[src/rtl/mcu_pkg.sv]
// ============================================================================
// Module  : mcu_pkg
// Brief   : Shared state, mode and LFSR constants for the playlist controller.
// Rev     : 1.0 - initial release
// ============================================================================
`default_nettype none

package mcu_pkg;

  localparam logic [2:0] RESET = 3'd0;
  localparam logic [2:0] PAUSE = 3'd1;
  localparam logic [2:0] LOAD  = 3'd2;
  localparam logic [2:0] PLAY  = 3'd3;
  localparam logic [2:0] STOP  = 3'd4;

  typedef enum logic [2:0] {
    S_RESET = RESET,
    S_PAUSE = PAUSE,
    S_LOAD  = LOAD,
    S_PLAY  = PLAY,
    S_STOP  = STOP
  } state_e;

  localparam logic [1:0] MODE_ONCE       = 2'b00;
  localparam logic [1:0] MODE_REPEAT_ALL = 2'b01;
  localparam logic [1:0] MODE_REPEAT_ONE = 2'b10;
  localparam logic [1:0] MODE_SINGLE     = 2'b11;

  // Fibonacci taps 8,6,5,4 expressed as a mask over bits [7:0]
  localparam logic [7:0] LFSR_SEED = 8'h01;
  localparam logic [7:0] LFSR_TAPS = 8'hB8;

endpackage

`default_nettype wire

[src/rtl/mcu_lfsr8.sv]
// ============================================================================
// Module  : mcu_lfsr8
// Brief   : Free-running 8-bit Fibonacci LFSR with asynchronous reset.
// Rev     : 1.0 - initial release
// ============================================================================
`default_nettype none

module mcu_lfsr8
  import mcu_pkg::*;
(
  input  logic       clk,
  input  logic       reset,
  output logic [7:0] lfsr
);

  always_ff @(posedge clk or posedge reset) begin
    if (reset) begin
      lfsr <= LFSR_SEED;
    end else begin
      lfsr <= {lfsr[6:0], ^(lfsr & LFSR_TAPS)};
    end
  end

endmodule

`default_nettype wire

[src/rtl/mcu_playlist_ctrl.sv]
// ============================================================================
// Module  : mcu_playlist_ctrl
// Brief   : Playlist player control FSM (play/pause, skip, end-of-track modes).
//           Optional shuffle enabled by defining MCU_PLAYLIST_SHUFFLE_EN.
// Rev     : 1.0 - initial release
// ============================================================================
`default_nettype none

module mcu_playlist_ctrl
  import mcu_pkg::*;
#(
  parameter  int NUM_SONGS = 4,
  localparam int SONG_W    = $clog2(NUM_SONGS)
) (
  input  logic              clk,
  input  logic              reset,
  input  logic              play_pause,
  input  logic              next,
  input  logic              prev,
  input  logic              song_done,
`ifdef MCU_PLAYLIST_SHUFFLE_EN
  input  logic              shuffle,
`endif
  input  logic [1:0]        mode,
  output logic              play,
  output logic              reset_play,
  output logic              next_song,
  output logic [SONG_W-1:0] song_sel,
  output logic [2:0]        state_o
);

  localparam logic [SONG_W-1:0] LAST_SONG = SONG_W'(NUM_SONGS - 1);

  state_e              state;
  state_e              state_nx;
  logic [SONG_W-1:0]   sel_nx;
  logic [SONG_W-1:0]   sel_inc;
  logic [SONG_W-1:0]   sel_dec;
  logic [SONG_W-1:0]   sel_fwd;
  logic                play_nx;
  logic                reset_play_nx;
  logic                next_song_nx;

  // Explicit wrap keeps the index below NUM_SONGS for non-power-of-2 sizes
  assign sel_inc = (song_sel == LAST_SONG) ? '0 : song_sel + 1'b1;
  assign sel_dec = (song_sel == '0) ? LAST_SONG : song_sel - 1'b1;

`ifdef MCU_PLAYLIST_SHUFFLE_EN
  logic [7:0]        lfsr;
  logic [SONG_W:0]   rnd_raw;
  logic [SONG_W-1:0] rnd_pick;
  logic              unused_lfsr;

  mcu_lfsr8 u_lfsr (
    .clk   (clk),
    .reset (reset),
    .lfsr  (lfsr)
  );

  assign rnd_raw     = {1'b0, lfsr[SONG_W-1:0]};
  assign rnd_pick    = (rnd_raw >= (SONG_W+1)'(NUM_SONGS))
                     ? SONG_W'(rnd_raw - (SONG_W+1)'(NUM_SONGS))
                     : lfsr[SONG_W-1:0];
  assign sel_fwd     = (!shuffle)            ? sel_inc :
                       (rnd_pick == song_sel) ? sel_inc : rnd_pick;
  assign unused_lfsr = ^lfsr;
`else
  assign sel_fwd = sel_inc;
`endif

  always_comb begin
    state_nx = state;
    sel_nx   = song_sel;
    case (state)
      S_RESET: state_nx = S_PAUSE;
      S_PAUSE: begin
        if (play_pause) begin
          state_nx = S_PLAY;
        end else if (next) begin
          state_nx = S_LOAD;
          sel_nx   = sel_fwd;
        end else if (prev) begin
          state_nx = S_LOAD;
          sel_nx   = sel_dec;
        end
      end
      S_LOAD:  state_nx = S_PLAY;
      S_PLAY: begin
        if (play_pause) begin
          state_nx = S_PAUSE;
        end else if (next) begin
          state_nx = S_LOAD;
          sel_nx   = sel_fwd;
        end else if (prev) begin
          state_nx = S_LOAD;
          sel_nx   = sel_dec;
        end else if (song_done) begin
          case (mode)
            MODE_ONCE: begin
              if (song_sel == LAST_SONG) begin
                state_nx = S_STOP;
                sel_nx   = '0;
              end else begin
                state_nx = S_LOAD;
                sel_nx   = sel_fwd;
              end
            end
            MODE_REPEAT_ALL: begin
              state_nx = S_LOAD;
              sel_nx   = sel_fwd;
            end
            MODE_REPEAT_ONE: state_nx = S_LOAD;
            default:         state_nx = S_STOP;
          endcase
        end
      end
      S_STOP:  state_nx = S_PAUSE;
      default: state_nx = S_PAUSE;
    endcase

    // Outputs are registered alongside the state, so decode the next state
    play_nx       = (state_nx == S_PLAY);
    reset_play_nx = (state_nx == S_RESET) || (state_nx == S_LOAD) ||
                    (state_nx == S_STOP);
    next_song_nx  = (state_nx == S_LOAD);
  end

  always_ff @(posedge clk or posedge reset) begin
    if (reset) begin
      state      <= S_RESET;
      song_sel   <= '0;
      play       <= 1'b0;
      reset_play <= 1'b1;
      next_song  <= 1'b0;
    end else begin
      state      <= state_nx;
      song_sel   <= sel_nx;
      play       <= play_nx;
      reset_play <= reset_play_nx;
      next_song  <= next_song_nx;
    end
  end

  assign state_o = state;

endmodule

`default_nettype wire

[config.mk]
export PLATFORM = sky130hd
export DESIGN_NAME = mcu_playlist_ctrl
export DESIGN_NICKNAME = d
export VERILOG_FILES = /design/src/rtl/mcu_pkg.sv /design/src/rtl/mcu_lfsr8.sv /design/src/rtl/mcu_playlist_ctrl.sv
export SDC_FILE = /design/constraint.sdc
export NUM_CORES = 1
export LEC_CHECK = 0
export CORE_AREA = 2 2 39 41
export CTS_CLUSTER_DIAMETER = 80
export DETAILED_ROUTE_END_ITERATION = 6
export DIE_AREA = 0 0 41 43
export PLACE_DENSITY = 0.63
export SYNTH_ARGS = -nofsm -noshare
export SYNTH_HDL_FRONTEND = slang
export SYNTH_SLANG_ARGS = --single-unit
[constraint.sdc]
create_clock -name clk -period 3.8 [get_ports clk]
set_clock_uncertainty 0.15 [all_clocks]
set_input_delay 0.76 -clock clk [delete_from_list [all_inputs] [get_ports clk]]
set_output_delay 0.76 -clock clk [all_outputs]
set_load 0.01 [all_outputs]
==> flow_results.xml, run 1 <==
<?xml version="1.0" encoding="UTF-8"?>
<metrics>
  <group name="place">
    <metric name="portBuffers" unit="">15</metric>
    <metric name="gp_routability_congestion" unit="">0.666</metric>
    <metric name="place_area" unit="um2">671</metric>
    <metric name="hpwlAfterDp" unit="um">717</metric>
    <metric name="setup_slack_placement" unit="ns">1.19</metric>
  </group>
  <group name="drt">
    <metric name="post-route-drc-count" unit="">0</metric>
    <metric name="wire_per_inst" unit="um">10.4</metric>
    <metric name="dr_total_vias" unit="">409</metric>
    <metric name="initial_drc_count" unit="">1</metric>
    <metric name="first_pass_iters" unit="">2</metric>
    <metric name="post_drt_via_cell_ratio" unit="">4.81</metric>
    <metric name="wirelength" unit="um">888</metric>
    <metric name="postRouteAntennaNets" unit="">0</metric>
  </group>
  <group name="sta">
    <metric name="final_period_minus_worst_setup_slack" unit="ns">2.32</metric>
    <metric name="timing.final.max_slew_violations" unit="">0</metric>
    <metric name="rsz0062_at_grt" unit="">false</metric>
    <metric name="max_freq" unit="MHz">431</metric>
    <metric name="timing_worst_slew_pin_value" unit="ns">0.439</metric>
    <metric name="layout_worst_path_cycle_share" unit="">0.611</metric>
    <metric name="final.setup.worst_slack" unit="ns">1.48</metric>
    <metric name="relSlewSlack" unit="">0.705</metric>
    <metric name="endpoints_failing_hold" unit="">0</metric>
    <metric name="setup_viol_count_final" unit="">0</metric>
    <metric name="fin_tns_setup" unit="ns">0</metric>
  </group>
  <group name="critical_path">
    <metric name="setup.worst_path.end_class" unit="">register</metric>
    <metric name="data_arrival_time_of_the_critical_path" unit="ns">2.33</metric>
    <metric name="worstReg2RegStart" unit="">song_sel[0]</metric>
    <metric name="r2r_cells" unit="">5</metric>
    <metric name="worst_setup_path_start_kind" unit="">input pin</metric>
    <metric name="setup.worst_path.class" unit="">input pin to register</metric>
    <metric name="worstPathRequired" unit="ns">3.81</metric>
    <metric name="cp-startpoint" unit="">mode[0]</metric>
    <metric name="worstPathMaxFanout" unit="">4</metric>
  </group>
  <group name="die">
    <metric name="initial_utilization" unit="">0.362</metric>
    <metric name="fp.dieArea" unit="um2">1760</metric>
    <metric name="dieHeight" unit="um">43</metric>
    <metric name="design.portCount" unit="">16</metric>
    <metric name="die_w" unit="um">41</metric>
    <metric name="num_rows" unit="">14</metric>
    <metric name="core-area" unit="um2">1380</metric>
  </group>
  <group name="cells_and_area">
    <metric name="final_core_utilization" unit="">0.504</metric>
    <metric name="areaGrowthSynthToFinish" unit="%">39.2</metric>
    <metric name="insertedDiodeCount" unit="">0</metric>
    <metric name="num-nets-final" unit="">83</metric>
    <metric name="layout-drive-gt1-share" unit="">0.145</metric>
    <metric name="stdcell_area" unit="um2">697</metric>
  </group>
  <group name="pwr">
    <metric name="power.share.clock" unit="">0.176</metric>
    <metric name="switchingPower" unit="uW">137</metric>
    <metric name="p_int" unit="uW">254</metric>
    <metric name="total_power" unit="uW">391</metric>
    <metric name="comb_power_share" unit="">0.465</metric>
    <metric name="max-vdd-ir-drop" unit="V">0.000364</metric>
    <metric name="switching_share" unit="">0.349</metric>
    <metric name="seqPwrFrac" unit="">0.359</metric>
    <metric name="p_leak" unit="nW">0.311</metric>
    <metric name="pwr_density_cell" unit="nW/um2">561</metric>
  </group>
  <group name="clocking">
    <metric name="postCtsSetupBuffers" unit="">0</metric>
    <metric name="tritoncts" unit="">done</metric>
    <metric name="tritoncts.num_buffers" unit="">3</metric>
    <metric name="post_cts_hold_buffer_count" unit="">0</metric>
    <metric name="clkSinkCount" unit="">8</metric>
    <metric name="clockBufferDepth" unit="">2</metric>
    <metric name="cts.repair.resized" unit="">0</metric>
    <metric name="clkSlewWorstSetupHoldPaths" unit="ns">0.05</metric>
    <metric name="insertion_delay" unit="ns">0.26</metric>
    <metric name="number_of_h_tree_branching_levels" unit="">1</metric>
    <metric name="root_buffer" unit="">sky130_fd_sc_hd__clkbuf_4</metric>
  </group>
  <group name="synth">
    <metric name="postSynth.asyncResetShare" unit="">1.00</metric>
    <metric name="postSynthNetCount" unit="">63</metric>
    <metric name="post_synth_num_cell_types" unit="">25</metric>
    <metric name="postSynthCellCount" unit="">50</metric>
    <metric name="dominantRegCellSynth" unit="">sky130_fd_sc_hd__dfrtp_1</metric>
    <metric name="synth.ff_latch_count" unit="">8</metric>
    <metric name="yosys_warnings" unit="">0</metric>
    <metric name="synthTopCellsByCount" unit="">sky130_fd_sc_hd__dfrtp_1, sky130_fd_sc_hd__inv_1, sky130_fd_sc_hd__ha_1, sky130_fd_sc_hd__a21oi_1, sky130_fd_sc_hd__a31oi_1</metric>
    <metric name="synth.cell_area" unit="um2">500</metric>
    <metric name="post_synth_main_area_contributors" unit="">sky130_fd_sc_hd__dfrtp_1, sky130_fd_sc_hd__ha_1, sky130_fd_sc_hd__dfstp_2, sky130_fd_sc_hd__inv_1, sky130_fd_sc_hd__a31oi_1</metric>
    <metric name="synth_enable_flop_cells" unit="">0</metric>
    <metric name="post-synth-top-area-fraction" unit="">0.350</metric>
    <metric name="yosysTopAreaCell" unit="">sky130_fd_sc_hd__dfrtp_1</metric>
    <metric name="post_synth.cell_area_avg" unit="um2">10.0</metric>
    <metric name="synth.yosys.seq_area_share" unit="">0.402</metric>
  </group>
  <group name="flow_run">
    <metric name="number_of_max_cap_violations" unit="">0</metric>
  </group>
  <group name="min_path">
    <metric name="timing.hold.worst.class" unit="">register to register</metric>
    <metric name="hold_depth" unit="">1</metric>
    <metric name="holdCritStartpoint" unit="">song_sel[0]</metric>
  </group>
  <group name="outcome">
    <metric name="outcome" unit="">finished, final reports clean</metric>
  </group>
  <group name="grt">
    <metric name="grt_first_pass_wirelength" unit="um">1580</metric>
    <metric name="grt_usage" unit="">0.137</metric>
    <metric name="grt_max_degree" unit="">9</metric>
    <metric name="grt.overflow.total" unit="">0</metric>
    <metric name="antenna_violations_before_repair" unit="">0</metric>
    <metric name="number_of_global_route_vias_before_repair" unit="">387</metric>
  </group>
</metrics>
## through the flow
| step | instances | hold slack, ns |
|---|---|---|
| 2_1_floorplan | 50 | 0.405 |
| 3_3_place_gp | 81 | 0.392 |
| 3_5_place_dp | 81 | 0.381 |
| 4_1_cts | 85 | 0.392 |
| 5_1_grt | 85 | 0.437 |
| 6_report | 85 | 0.386 |
## power groups by stage
stage	clock network [mW]	logic [mW]	registers [mW]
floorplan	0	0.0921	0.151
global placement	0	0.183	0.143
detailed placement	0	0.184	0.143
CTS	0.0711	0.185	0.141
global route	0.0789	0.206	0.145
finish	0.0687	0.182	0.140
## cells in the final DEF, fill, tap and decap left out, drive strengths merged, types with 3 or more instances in the layout
cell type and n:
clkdlybuf4s50 15, inv 8, dfrtp 7, ha 5, a21oi 5, clkbuf 4
a31oi 3, nor2 3
## path summary, 6_finish.rpt
kind | slack, ns | to
hold reg to reg | 0.39 | song_sel[0]
hold / removal | 0.39 | song_sel[0]
max in group asynchronous | 2.63 | reset_play
setup reg to reg | 2.22 | reset_play
min in group asynchronous | 0.59 | play
setup / recovery | 1.48 | reset_play
## flip-flops by register name, indices dropped and copies added, names as in the netlist
| signal | count |
|---|---|
| play | 1 |
| state_o | 3 |
| next_song | 1 |
| song_sel | 2 |
| reset_play | 1 |
## logic make-up (layout without fill, tap and decap cells)
family	Yosys count	in the layout	share of synthesized area
compound gates	12	12	0.160
xor+xnor	2	2	0.0350
fa+ha+maj	5	5	0.125
buf+inv	8	27	0.0600
flops	8	8	0.403
simple gates	15	15	0.218
## routing by layer
metal | vias up | part of all wire | GRT usage
met2 | 14 | 0.43 | 0.172
li1 | 212 | - | -
met1 | 183 | 0.48 | 0.184
met3 | 0 | 0.081 | 0.0785
met5 | - | 0 | 0
met4 | 0 | 0 | 0.0600
## layout make-up
type,count,area (um2)
Timing Repair Buffer,15,150
Fill cell,145,687
Tap cell,16,20.0
Clock buffer,4,26.3
Inverter,8,30.0
Sequential cell,8,201
Multi-Input combinational cell,34,269
## critical path, stage by stage
cell and delay [ns]:
sky130_fd_sc_hd__clkdlybuf4s50_1 0.51, sky130_fd_sc_hd__inv_1 0.06, sky130_fd_sc_hd__ha_1 0.30, sky130_fd_sc_hd__nand2b_1 0.07
sky130_fd_sc_hd__a31oi_1 0.09, sky130_fd_sc_hd__nor4_2 0.41, sky130_fd_sc_hd__a21oi_1 0.13
(Power assumes the default switching activity.)
==> run 2, diff against run 1 <==
==> constraint.sdc (replaced) <==
create_clock -name clk -period 2.4 [get_ports clk]
set_clock_uncertainty 0.15 [all_clocks]
set_input_delay 0.48 -clock clk [delete_from_list [all_inputs] [get_ports clk]]
set_output_delay 0.48 -clock clk [all_outputs]
set_load 0.01 [all_outputs]
==> run 2 against run 1 <==
Compared with the run above: flip-flop and latch count stayed put; count of clock-buffer cells in the layout stayed put; global-route usage is 0.27 points higher; design area is 1.1% higher; largest cell class unchanged; critical endpoint is now play; largest power group unchanged; worst hold slack worse by 0.086 ns; clock power is 60% higher; die area stayed put.
==> flow_results.xml, run 2 (synthesis results as in run 1) <==
<?xml version="1.0" encoding="UTF-8"?>
<metrics>
  <group name="die">
    <metric name="initial_utilization" unit="">0.362</metric>
    <metric name="fp.dieArea" unit="um2">1760</metric>
    <metric name="core-area" unit="um2">1380</metric>
    <metric name="design.portCount" unit="">16</metric>
    <metric name="dieHeight" unit="um">43</metric>
    <metric name="num_rows" unit="">14</metric>
    <metric name="die_w" unit="um">41</metric>
  </group>
  <group name="clocking">
    <metric name="root_buffer" unit="">sky130_fd_sc_hd__clkbuf_4</metric>
    <metric name="clockBufferDepth" unit="">2</metric>
    <metric name="clkSlewWorstSetupHoldPaths" unit="ns">0.06</metric>
    <metric name="clkSinkCount" unit="">8</metric>
    <metric name="number_of_h_tree_branching_levels" unit="">1</metric>
    <metric name="postCtsSetupBuffers" unit="">0</metric>
    <metric name="post_cts_hold_buffer_count" unit="">0</metric>
    <metric name="insertion_delay" unit="ns">0.26</metric>
    <metric name="tritoncts" unit="">done</metric>
    <metric name="cts.repair.resized" unit="">0</metric>
    <metric name="tritoncts.num_buffers" unit="">3</metric>
  </group>
  <group name="critical_path">
    <metric name="data_arrival_time_of_the_critical_path" unit="ns">1.96</metric>
    <metric name="worst-path-stages" unit="">8</metric>
    <metric name="worst_setup_path_start_kind" unit="">input pin</metric>
    <metric name="critical_path.cell_chain" unit="">clkdlybuf4s50_1 -&gt; inv_1 -&gt; ha_1 -&gt; nand2b_1 -&gt; a31oi_1 -&gt; nor4_2 -&gt; buf_4 -&gt; nor3_1</metric>
    <metric name="crit_slowest_cell" unit="">sky130_fd_sc_hd__clkdlybuf4s50_1</metric>
    <metric name="r2r_setup_slk" unit="ns">0.83</metric>
    <metric name="cpPeakStageDelay" unit="ns">0.50</metric>
    <metric name="worstPathRequired" unit="ns">2.40</metric>
    <metric name="worstPathBufferInverterCount" unit="">3</metric>
    <metric name="worstPathMaxFanout" unit="">4</metric>
    <metric name="critPathCapture" unit="">play</metric>
    <metric name="cp-startpoint" unit="">mode[0]</metric>
    <metric name="timing.critical_path.max_delay_family" unit="">buffers and inverters</metric>
    <metric name="r2r_cells" unit="">6</metric>
    <metric name="setup.worst_path.class" unit="">input pin to register</metric>
    <metric name="worstReg2RegStart" unit="">song_sel[0]</metric>
    <metric name="critical_path.reg2reg.endpoint" unit="">play</metric>
    <metric name="setup.worst_path.end_class" unit="">register</metric>
  </group>
  <group name="sta">
    <metric name="whs" unit="ns">0.300</metric>
    <metric name="max_freq" unit="MHz">509</metric>
    <metric name="layout_worst_path_cycle_share" unit="">0.818</metric>
    <metric name="final_period_minus_worst_setup_slack" unit="ns">1.96</metric>
    <metric name="timing_worst_slew_pin_value" unit="ns">0.287</metric>
    <metric name="timing.final.max_slew_violations" unit="">0</metric>
    <metric name="setup_viol_count_final" unit="">0</metric>
    <metric name="endpoints_failing_hold" unit="">0</metric>
    <metric name="relSlewSlack" unit="">0.807</metric>
    <metric name="rsz0062_at_grt" unit="">false</metric>
    <metric name="fin_tns_setup" unit="ns">0</metric>
  </group>
  <group name="cells_and_area">
    <metric name="leading_cell_types_in_the_layout_fill_and_taps_excluded" unit="">sky130_fd_sc_hd__clkdlybuf4s50_1, sky130_fd_sc_hd__inv_1, sky130_fd_sc_hd__dfrtp_1</metric>
    <metric name="layout.cells.non_filler" unit="">86</metric>
    <metric name="areaGrowthSynthToFinish" unit="%">40.8</metric>
    <metric name="layout-drive-gt1-share" unit="">0.157</metric>
    <metric name="insertedDiodeCount" unit="">0</metric>
    <metric name="commonest_non_fill_non_tap_cell_in_the_layout" unit="">sky130_fd_sc_hd__clkdlybuf4s50_1</metric>
    <metric name="num-nets-final" unit="">84</metric>
    <metric name="largest_register_ff_count" unit="">3</metric>
  </group>
  <group name="outcome">
    <metric name="outcome" unit="">finished, final reports clean</metric>
  </group>
  <group name="drt">
    <metric name="wirelength" unit="um">928</metric>
    <metric name="post_drt_via_cell_ratio" unit="">4.80</metric>
    <metric name="dr_total_vias" unit="">413</metric>
    <metric name="initial_drc_count" unit="">1</metric>
    <metric name="post-route-drc-count" unit="">0</metric>
    <metric name="wire_per_inst" unit="um">10.8</metric>
    <metric name="first_pass_iters" unit="">2</metric>
    <metric name="postRouteAntennaNets" unit="">0</metric>
  </group>
  <group name="place">
    <metric name="portBuffers" unit="">15</metric>
    <metric name="gp_routability_congestion" unit="">0.686</metric>
    <metric name="hpwlAfterDp" unit="um">743</metric>
    <metric name="place.detailed.instances" unit="">82</metric>
  </group>
  <group name="grt">
    <metric name="grt_util_met2" unit="">0.181</metric>
    <metric name="antenna_violations_before_repair" unit="">0</metric>
    <metric name="grt_first_pass_wirelength" unit="um">1610</metric>
    <metric name="grt_usage" unit="">0.139</metric>
    <metric name="grt_max_degree" unit="">9</metric>
    <metric name="number_of_global_route_vias_before_repair" unit="">390</metric>
    <metric name="grt-busiest-layer" unit="">met1</metric>
    <metric name="grt.overflow.total" unit="">0</metric>
    <metric name="grtUsageMet3" unit="">0.0628</metric>
    <metric name="grt_use_met1" unit="">0.184</metric>
  </group>
  <group name="flow_run">
    <metric name="number_of_max_cap_violations" unit="">0</metric>
  </group>
  <group name="pwr">
    <metric name="p_leak" unit="nW">0.316</metric>
    <metric name="pwr_density_cell" unit="nW/um2">884</metric>
    <metric name="max-vdd-ir-drop" unit="V">0.000578</metric>
  </group>
  <group name="min_path">
    <metric name="timing.hold.worst.class" unit="">input pin to async pin</metric>
  </group>
</metrics>
## run 2: per-layer routing
metal,part of all wire,vias up
met5,0,-
met4,0.015,0
met3,0.059,2
met2,0.44,12
met1,0.48,185
li1,-,214
## run 2: final cells by class
cell class	count	area, um2
sequential	8	201
timing repair buffer	16	158
inverter	8	30.0
tap	16	20.0
clock buffer	4	26.3
fill	133	679
multi-input combinational	34	269
## run 2: through the flow
step | setup WS (ns) | total power [mW] | util | area [um2]
3_3_place_gp | 0.147 | 0.512 | 0.490 | 678
4_1_cts | 0.426 | 0.632 | 0.509 | 704
6_report | 0.436 | 0.622 | 0.509 | 704
3_5_place_dp | 0.150 | 0.516 | 0.490 | 678
2_1_floorplan | 0.752 | 0.384 | - | 500
5_1_grt | 0.340 | 0.676 | 0.509 | 704
## run 2: how the worst min path moves through the flow
| stage | start | end | depth (start not counted) |
|---|---|---|---|
| after floorplan | reset | next_song | 1 |
| after global placement | song_sel[0] | song_sel[0] | 1 |
| after detailed placement | song_sel[0] | song_sel[0] | 1 |
| after CTS | reset | play | 2 |
| after global routing | reset | state_o[0] | 2 |
| final | reset | play | 2 |
## run 2: worst reg2reg max path: stages (launching register included)
cell and delay [ns]:
sky130_fd_sc_hd__dfrtp_1 0.42, sky130_fd_sc_hd__ha_1 0.22, sky130_fd_sc_hd__nand2b_1 0.15, sky130_fd_sc_hd__a31oi_1 0.20, sky130_fd_sc_hd__nor4_2 0.07, sky130_fd_sc_hd__buf_4 0.15, sky130_fd_sc_hd__nor3_1 0.15
## run 2: report_power, final
| part | internal [mW] | switching (mW) | leakage, nW |
|---|---|---|---|
| Sequential | 0.179 | 0.0438 | 0.0943 |
| Clock | 0.0636 | 0.0467 | 0.0150 |
| Combinational | 0.160 | 0.129 | 0.207 |
